**src/rtl/fpmul_pkg.sv**
```systemverilog
// Shared constants and the {valid,id} tag carried beside the multiplier
// datapath of the fpmul arbiter.
package fpmul_pkg;

    localparam int FP_W    = 32;
    localparam int ID_W    = 3;
    localparam int MAX_REQ = 8;

    typedef struct packed {
        logic            valid;
        logic [ID_W-1:0] id;
    } tag_t;

endpackage

```
**src/rtl/fpmul_arbiter_rr.sv**
```systemverilog
// Round-robin grant: search starts one past the last accepted requester.
// Grants only while en is high; the pointer advances on every grant.
module rr_arbiter
    import fpmul_pkg::*;
#(
    parameter int NUM_REQ = 4
) (
    input  logic               clk,
    input  logic               rst,
    input  logic               en,
    input  logic [NUM_REQ-1:0] req,
    output logic [NUM_REQ-1:0] gnt,
    output logic [ID_W-1:0]    gnt_id
);

    localparam int IW = $clog2(NUM_REQ);
    localparam logic [IW:0]   NR   = (IW+1)'(NUM_REQ);
    localparam logic [IW-1:0] LAST = IW'(NUM_REQ - 1);

    logic [IW-1:0] nxt;
    logic [IW-1:0] idx;
    logic [IW:0]   sum;
    logic          hit;

    always_comb begin
        gnt = '0;
        idx = '0;
        sum = '0;
        hit = 1'b0;
        for (int k = 0; k < NUM_REQ; k++) begin
            sum = {1'b0, nxt} + k[IW:0];
            if (sum >= NR)
                sum = sum - NR;
            if (!hit && en && req[sum[IW-1:0]]) begin
                hit = 1'b1;
                idx = sum[IW-1:0];
            end
        end
        if (hit)
            gnt[idx] = 1'b1;
    end

    assign gnt_id = ID_W'(idx);

    always_ff @(posedge clk) begin
        if (!rst)
            nxt <= '0;
        else if (hit)
            nxt <= (idx == LAST) ? '0 : idx + 1'b1;
    end

endmodule

```
**src/rtl/fpmul_arbiter.sv**
```systemverilog
// Shares one fixed-latency FP multiplier among NUM_REQ requesters with an
// in-order result FIFO. Define FPMUL_ARB_PERF_EN for issue/stall counters.
module fpmul_arbiter
    import fpmul_pkg::*;
#(
    parameter int NUM_REQ = 4,
    parameter int MUL_LAT = 2
) (
    input  logic                    clk,
    input  logic                    rst,
    input  logic [NUM_REQ-1:0]      req_valid,
    output logic [NUM_REQ-1:0]      req_ready,
    input  logic [FP_W*NUM_REQ-1:0] req_a,
    input  logic [FP_W*NUM_REQ-1:0] req_b,
    output logic [FP_W-1:0]         mul_a,
    output logic [FP_W-1:0]         mul_b,
    input  logic [FP_W-1:0]         mul_z,
    output logic                    rsp_valid,
    input  logic                    rsp_ready,
    output logic [FP_W-1:0]         rsp_z,
    output logic [ID_W-1:0]         rsp_id
`ifdef FPMUL_ARB_PERF_EN
    ,
    output logic [31:0]             perf_issue,
    output logic [31:0]             perf_stall
`endif
);

    localparam int DEPTH = MUL_LAT + 2;
    localparam int PW    = $clog2(DEPTH);
    localparam int CW    = $clog2(DEPTH + 1);
    localparam logic [CW-1:0] DC    = CW'(DEPTH);
    localparam logic [PW-1:0] PLAST = PW'(DEPTH - 1);

    logic [NUM_REQ-1:0] gnt;
    logic [ID_W-1:0]    gnt_id;
    logic               accept;
    logic               credit;
    logic               push;
    logic               pop;
    logic [CW-1:0]      occ;
    logic [CW-1:0]      cnt;
    logic [PW-1:0]      wp;
    logic [PW-1:0]      rp;
    logic [FP_W-1:0]    sel_a;
    logic [FP_W-1:0]    sel_b;
    tag_t               iss_tag;
    tag_t               sr [MUL_LAT];
    logic [FP_W-1:0]    mem_z [DEPTH];
    logic [ID_W-1:0]    mem_id [DEPTH];

    // occ counts pipeline plus FIFO; a pop this cycle frees a slot now
    assign pop    = rsp_valid & rsp_ready;
    assign credit = rst & ((occ < DC) | pop);

    rr_arbiter #(
        .NUM_REQ(NUM_REQ)
    ) u_rr (
        .clk   (clk),
        .rst   (rst),
        .en    (credit),
        .req   (req_valid),
        .gnt   (gnt),
        .gnt_id(gnt_id)
    );

    assign req_ready = gnt;
    assign accept    = |gnt;

    always_comb begin
        sel_a = '0;
        sel_b = '0;
        for (int i = 0; i < NUM_REQ; i++) begin
            if (gnt[i]) begin
                sel_a = req_a[FP_W*i +: FP_W];
                sel_b = req_b[FP_W*i +: FP_W];
            end
        end
    end

    always_ff @(posedge clk) begin
        if (!rst) begin
            mul_a   <= '0;
            mul_b   <= '0;
            iss_tag <= '0;
            for (int i = 0; i < MUL_LAT; i++)
                sr[i] <= '0;
        end else begin
            mul_a   <= sel_a;
            mul_b   <= sel_b;
            iss_tag <= '{valid: accept, id: gnt_id};
            sr[0]   <= iss_tag;
            for (int i = 1; i < MUL_LAT; i++)
                sr[i] <= sr[i-1];
        end
    end

    assign push = sr[MUL_LAT-1].valid;

    always_ff @(posedge clk) begin
        if (push) begin
            mem_z[wp]  <= mul_z;
            mem_id[wp] <= sr[MUL_LAT-1].id;
        end
    end

    always_ff @(posedge clk) begin
        if (!rst) begin
            wp  <= '0;
            rp  <= '0;
            cnt <= '0;
            occ <= '0;
        end else begin
            if (push)
                wp <= (wp == PLAST) ? '0 : wp + 1'b1;
            if (pop)
                rp <= (rp == PLAST) ? '0 : rp + 1'b1;
            cnt <= cnt + CW'(push) - CW'(pop);
            occ <= occ + CW'(accept) - CW'(pop);
        end
    end

    assign rsp_valid = (cnt != '0);
    assign rsp_z     = rsp_valid ? mem_z[rp]  : '0;
    assign rsp_id    = rsp_valid ? mem_id[rp] : '0;

`ifdef FPMUL_ARB_PERF_EN
    always_ff @(posedge clk) begin
        if (!rst) begin
            perf_issue <= '0;
            perf_stall <= '0;
        end else begin
            if (accept && perf_issue != '1)
                perf_issue <= perf_issue + 1'b1;
            if (|req_valid && !accept && perf_stall != '1)
                perf_stall <= perf_stall + 1'b1;
        end
    end
`endif

endmodule

```
**config.mk**
```make
export PLATFORM = sky130hd
export DESIGN_NAME = fpmul_arbiter
export DESIGN_NICKNAME = d
export VERILOG_FILES = /design/src/rtl/fpmul_pkg.sv /design/src/rtl/fpmul_arbiter_rr.sv /design/src/rtl/fpmul_arbiter.sv
export SDC_FILE = /design/constraint.sdc
export NUM_CORES = 1
export LEC_CHECK = 0
export CORE_ASPECT_RATIO = 0.8
export CORE_MARGIN = 10
export CORE_UTILIZATION = 47
export CTS_CLUSTER_SIZE = 40
export DETAILED_ROUTE_END_ITERATION = 7
export GPL_TIMING_DRIVEN = 0
export PLACE_DENSITY_LB_ADDON = 0.3
export SETUP_SLACK_MARGIN = 0.05
export SYNTH_ARGS = -nofsm -noshare
export SYNTH_HDL_FRONTEND = slang
export SYNTH_SLANG_ARGS = --single-unit
export TNS_END_PERCENT = 100
```
**constraint.sdc**
```tcl
create_clock -name clk -period 4.2 [get_ports clk]
set_clock_uncertainty 0.1 [all_clocks]
set_input_delay 0.84 -clock clk [delete_from_list [all_inputs] [get_ports clk]]
set_output_delay 0.84 -clock clk [all_outputs]
set_load 0.005 [all_outputs]
```
# After elaboration in Yosys (flattened, before gate mapping)
# Memories as Yosys holds them, arrays and structs flattened. A register that Yosys moved wholly into a read port is not among the register bits.
# Index checks and enable logic that the tools add are counted.
[totals]
register_bits = 80
latchBits = 0
ram_bits = 148
romBits = 0
out_inout_bits = 104
mem_count = 3
[op_classes]
addsub = 14
multipliers = 0
div = 0
order_cmp = 11
eq_ne = 3
shift = 0
mux = 46
bitwise_logic = 5
n_reduce_logical = 13
[memory_table]
columns = ["memory", "words", "width", "read_ports", "rd_ports_with_merged_regs", "write_ports", "line", "text"]
rows = [
  ["mem_z", 4, 32, 1, 1, 1, "fpmul_arbiter.sv:49", "logic [FP_W-1:0] mem_z [DEPTH];"],
  ["mem_id", 4, 3, 1, 1, 1, "fpmul_arbiter.sv:50", "logic [ID_W-1:0] mem_id [DEPTH];"],
  ["sr", 2, 4, 2, 0, 2, "fpmul_arbiter.sv:48", "tag_t sr [MUL_LAT];"],
]
[ops]
columns = ["cell", "count"]
rows = [
  ["2-to-1 mux 32 bit", 9],
  ["2-to-1 mux 2 bit", 15],
  ["< comparator 2 x 3 -> 1 bit (second input constant)", 5],
  ["2-to-1 mux 1 bit", 13],
  ["2-to-1 mux 4 bit", 3],
  [">= comparator 3 bit (second input constant)", 3],
  ["binary-select mux 1 bit (select 2 bit)", 4],
  ["logical AND 1 bit", 8],
  ["subtractor 2 x 1 -> 2 bit (second input constant)", 4],
  ["adder 2 x 1 -> 2 bit (second input constant)", 3],
  ["adder 2 x 2 -> 3 bit (second input constant)", 2],
  ["adder 3 x 1 -> 3 bit", 2],
  ["equality test 2 bit (second input constant)", 3],
  ["subtractor 3 x 1 -> 3 bit", 2],
  ["OR reduction 4 bit", 1],
  ["adder 2 x 1 -> 3 bit (second input constant)", 1],
  [">= comparator 2 x 3 -> 1 bit (second input constant)", 1],
  ["zero test 1 bit", 3],
  ["< comparator 3 bit (second input constant)", 1],
  ["2-to-1 mux 3 bit", 1],
  ["OR 1 bit", 3],
  ["nonzero test 3 bit", 1],
  ["AND 1 bit", 2],
  ["demux 1 bit (select 2 bit)", 1],
  [">= comparator 2 x 1 -> 1 bit (second input constant)", 1],
]

# Logic depth before layout (Yosys ltp)
[depth]
depth_word = 27
mapped_depth = 12
mapped_depth_nobuf = 9

# Modules after synthesis
# Synthesis repeated with hierarchy kept, for this count alone.
[unflattened]
cells_unflattened = 746
hier_area_um2 = 10034.6
[by_module_without_submodules]
columns = ["mod", "instances", "cells_per_inst", "area_each_um2"]
rows = [
  ["fpmul_arbiter", 1, 684, 9516.6],
  ["rr_arbiter", 1, 62, 518.0],
]

# Worst setup path before layout
# No wires, ideal clock.
[synth_path]
kind = "input-to-output"
from = "input port req_valid[3]"
to = "output port req_ready[3]"
arrival_ns = 2.432
setup_slack_ns = 0.828
cell_stages = 7
cell_sequence = "a21boi_0 > o22ai_1 > a211oi_1 > ha_1 > clkbuf_1 > clkbuf_1 > and2_1"
[synth_between]
elab_chain_cells = 21
[synth_rtl]
columns = ["item", "line", "text"]
rows = [
  ["from (decl)", "fpmul_arbiter.sv:11", "input logic [NUM_REQ-1:0] req_valid,"],
  ["binary-select mux 1 bit (select 2 bit)", "fpmul_arbiter_rr.sv:34", "if (!hit && en && req[sum[IW-1:0]]) begin"],
  ["2-to-1 mux 1 bit (implied by the code)", "fpmul_arbiter_rr.sv:34", ""],
  ["logical AND 1 bit", "fpmul_arbiter_rr.sv:34", ""],
  ["2-to-1 mux 1 bit", "fpmul_arbiter_rr.sv:34", ""],
  ["zero test 1 bit", "fpmul_arbiter_rr.sv:34", ""],
  ["logical AND 1 bit (2 in series)", "fpmul_arbiter_rr.sv:34", ""],
  ["2-to-1 mux 1 bit", "fpmul_arbiter_rr.sv:34", ""],
  ["zero test 1 bit", "fpmul_arbiter_rr.sv:34", ""],
  ["[... 4 more ...]", "-", ""],
  ["logical AND 1 bit (2 in series)", "fpmul_arbiter_rr.sv:34", ""],
  ["2-to-1 mux 2 bit *", "fpmul_arbiter_rr.sv:34", ""],
  ["net gnt_id[0]", "fpmul_arbiter.sv:36", "logic [ID_W-1:0] gnt_id;"],
  ["< comparator 2 x 3 -> 1 bit (implied by the code) / >= comparator 2 x 1 -> 1 bit (equally long branches)", "fpmul_arbiter_rr.sv:40", "gnt[idx] = 1'b1;"],
  ["logical AND 1 bit (implied by the code)", "fpmul_arbiter_rr.sv:40", ""],
  ["2-to-1 mux 1 bit (implied by the code)", "fpmul_arbiter_rr.sv:40", ""],
  ["demux 1 bit (select 2 bit) *", "-", ""],
  ["2-to-1 mux 4 bit *", "fpmul_arbiter_rr.sv:39", "if (hit)"],
  ["to (decl)", "fpmul_arbiter.sv:12", "output logic [NUM_REQ-1:0] req_ready,"],
]
# Mark *: on every way through the listed nets, which the timed path passes. The rest lies on a longest branch. The select of a mux whose other input is x is not followed.

# Final worst setup path
[layout_path]
from = "input port rsp_ready"
to = "output port req_ready[0]"
[layout_between]
elab_chain_cells = 22
[layout_rtl]
columns = ["item", "line", "text"]
rows = [
  ["from (decl)", "fpmul_arbiter.sv:19", "input logic rsp_ready,"],
  ["AND 1 bit *", "fpmul_arbiter.sv:53", "assign pop = rsp_valid & rsp_ready;"],
  ["OR 1 bit *", "fpmul_arbiter.sv:54", "assign credit = rst & ((occ < DC) | pop);"],
  ["AND 1 bit *", "fpmul_arbiter.sv:54", ""],
  ["logical AND 1 bit", "fpmul_arbiter_rr.sv:34", ""],
  ["2-to-1 mux 1 bit", "fpmul_arbiter_rr.sv:34", ""],
  ["zero test 1 bit", "fpmul_arbiter_rr.sv:34", ""],
  ["logical AND 1 bit (2 in series)", "fpmul_arbiter_rr.sv:34", ""],
  ["2-to-1 mux 1 bit", "fpmul_arbiter_rr.sv:34", ""],
  ["[... 4 more ...]", "-", ""],
  ["zero test 1 bit", "fpmul_arbiter_rr.sv:34", ""],
  ["logical AND 1 bit (2 in series)", "fpmul_arbiter_rr.sv:34", ""],
  ["2-to-1 mux 2 bit", "fpmul_arbiter_rr.sv:34", ""],
  ["< comparator 2 x 3 -> 1 bit (implied by the code) / >= comparator 2 x 1 -> 1 bit (equally long branches)", "fpmul_arbiter_rr.sv:40", ""],
  ["logical AND 1 bit (implied by the code)", "fpmul_arbiter_rr.sv:40", ""],
  ["2-to-1 mux 1 bit (implied by the code)", "fpmul_arbiter_rr.sv:40", ""],
  ["demux 1 bit (select 2 bit)", "-", ""],
  ["2-to-1 mux 4 bit *", "fpmul_arbiter_rr.sv:39", ""],
]
# Mark *: on every way between the ends. The rest lies on a longest branch, timed or not.

==> impl_metrics.tcl <==
set metrics [dict create \
    clk_latency_ns 0.51 \
    critPathKind "in2out" \
    yosysTopAreaCellShare_pct 40.9 \
    p_per_area_nw_per_um2 485 \
    ys_async_sr_fraction_pct 0 \
    clock-sinks 223 \
    min-delay-start "sr[0][3]" \
    r2r_start "u_rr.nxt[1]" \
    nets 1637 \
    multi_input_area_um2 3590 \
    firstDrtPassIters 6 \
    layout_commonest_cell "clkdlybuf4s50_1" \
    maxSlewViolCount 0 \
    total_power_uw 7350 \
    tightest_slew_ns 0.932 \
    crit_required_ns 3.26 \
    synthToLayoutAreaGrowth_pct 51.8 \
    dp_cells 1570 \
    synth_fp_nets 1214 \
    core_area_um2 20800 \
    arrival_ns 3.14 \
    ff2ff_path_depth 14 \
    dieArea_um2 27500 \
    synth_edf_count 136 \
    r2r_slack_ns 0.76 \
    power_frac_clock_pct 25.8 \
    grt_overflow 0 \
    fillers 1443 \
    yosysSeqAreaShare_pct 58.4 \
    start_util_pct 48.1 \
    tns_ns 0 \
    hold_class "reg2reg" \
    routed_wl_um 37300 \
    ir_drop_mv 0.313 \
    synth_top_cells_by_area "edfxtp_1, dfxtp_1, mux4_2" \
    first_global_vias 8898 \
    vias 8720 \
    grt_first_pass_wirelength_um 54400 \
    drt_iter0_markers 671 \
    dpl_cell_area_um2 14300 \
    clockRootBuffer "clkbuf_16" \
    final_cell_mix "clkdlybuf4s50_1, edfxtp_1, a21oi_1, dfxtp_1, inv_1" \
    synth_cells 904 \
    grt_max_degree 35 \
    p_int_uw 5100 \
    start_kind "input pin" \
    relSlewSlack_pct 37.9 \
    antenna_left 0 \
    clockBufferDepth 3 \
    finalCritPeriodShare_pct 97.1 \
    whs_endpoint "sr[0][7]" \
    syn_area_um2 9980 \
    avgSynthCellArea_um2 11.0 \
    final-seq-area_um2 5830 \
    grt_util_all_layers_pct 25.9 \
    path_clk_slew_ns 0.05 \
    period_minus_slack_ns 4.08 \
    die_x_um 183 \
    gp_congestion 0.997 \
    power.switching_uw 2250 \
    ys_seq_elements 223 \
    rr_endpoint "mul_b[6]" \
    p_comb_share_pct 38.2 \
    yosysWarningCount 0 \
    port_buffers 397 \
    rsz0062_at_grt "yes" \
    crit_path_max_fanout 19 \
    drt-wirelength-per-cell_um 23.0 \
    power_frac_seq_pct 36.0 \
    tritoncts "yes" \
    antenna_found_initial 6 \
    yosysUniqueCellTypes 36 \
    stdcell_area_um2 15200 \
    cts_made_buffers 23 \
    hold_path_depth 1 \
    power.leakage_uw 0.00568 \
    layoutNonFillerInstCount 1621 \
    fmax_mhz 245 \
    vias_per_cell 5.38 \
    ios 399 \
    synth.largest_area_cell "edfxtp_1" \
    drc_errors 0 \
    dp_hpwl_um 29000 \
    dominantRegCellSynth "edfxtp_1" \
    finalSetupViolCount 0 \
    hold_violations 0 \
    cp-end-kind "primary output" \
    swShare_pct 30.6 \
    num_rows 47 \
    htreeDepth 1 \
    status "completed" \
    post-route-util_pct 73.0 \
    die_y_um 150 \
    drive_above_1_share_pct 8.33 \
    drv_cap 0 \
]
[worst max-delay path by stage]
stage | cells past startpoint | slack [ns] | startpoint | to
after floorplan | 7 | 0.83 | req_valid[3] | req_ready[3]
after global placement | 9 | -0.97 | req_valid[3] | req_ready[3]
after detailed placement | 9 | -0.97 | req_valid[3] | req_ready[3]
after CTS | 10 | 0.06 | rsp_ready | req_ready[3]
after global routing | 10 | 0.02 | req_valid[2] | req_ready[3]
final | 9 | 0.12 | rsp_ready | req_ready[0]
[logic make-up after synthesis]
logic type	Yosys count	share of synthesized area, %
AND/OR/NAND/NOR	201	9.04
AO/OA/AOI/OAI	274	15.9
other	1	0.0376
adder cells (fa/ha/maj)	15	2.03
flip-flops	223	58.4
buffers and inverters	150	6.43
XOR/XNOR	4	0.351
multiplexers	36	7.87
[per-layer routing]
metal | global-route usage (%) | vias up | wire length, µm
met5 | 0 | - | 0
met4 | 8.90 | 0 | 1020
met3 | 9.76 | 63 | 3880
met2 | 43.2 | 383 | 18400
met1 | 30.4 | 4213 | 13900
li1 | - | 4061 | -
[per-stage QoR]
| step | setup WS [ns] | hold slack (ns) |
|---|---|---|
| floorplan | 0.828 | 0.312 |
| CTS | 0.0572 | 0.336 |
| finish | 0.120 | 0.333 |
| global placement | -0.965 | 0.314 |
| detailed placement | -0.972 | 0.322 |
| global route | 0.0175 | 0.341 |
[final cells by class]
cell class	instances	area share [%]
repair buffers	401	26.4
clock buffers	33	4.24
diodes	8	0.132
inverters	81	2.01
well taps	269	2.22
flip-flops and latches	223	38.4
multi-input cells	531	23.7
clock inverters	9	0.372
plain buffers	66	2.51
[power groups by stage]
stage / combinational (µW) / clock (µW) / sequential (µW)
finish: 2810 / 1900 / 2650
global route: 3070 / 2010 / 2670
CTS: 2790 / 1920 / 2640
detailed placement: 2750 / 0 / 2680
global placement: 2700 / 0 / 2670
floorplan: 1290 / 0 / 2690
[worst max-delay path, cell delays in order]
cell and delay, ns:
clkdlybuf4s50_1 0.51, o31ai_4 0.10, nand2_2 0.12, nand2_4 0.10
or3_4 0.42, ha_1 0.24, buf_8 0.18, and2_1 0.16
clkdlybuf4s50_1 0.46
[registers in the layout (all words and copies together) (netlist names), named ones only]
register / flops
cnt: 3
iss_tag: 3
mem_id: 8
mem_z: 128
mul_a: 32
mul_b: 32
occ: 3
rp: 2
sr: 6
u_rr.nxt: 2
wp: 2
[cell usage after synthesis (all sizes together), types with 2 or more instances]
cell	count
a211oi	3
a21oi	134
a22oi	64
and2	17
buf	34
clkbuf	35
dfxtp	87
edfxtp	136
fa	2
ha	13
inv	81
mux2i	2
mux4	34
nand2	69
nor2	72
nor2b	35
nor3	6
o21ai	65
xnor2	3
[what timing repair did]
action | CTS | global route
setup endpoints to repair | 4 | 4
hold buffers | 0 | 0
buffers inserted | 3 | 1
gates resized for setup | 27 | 8
pin swaps | 3 | 1
Power figures use the tool's default switching activity.
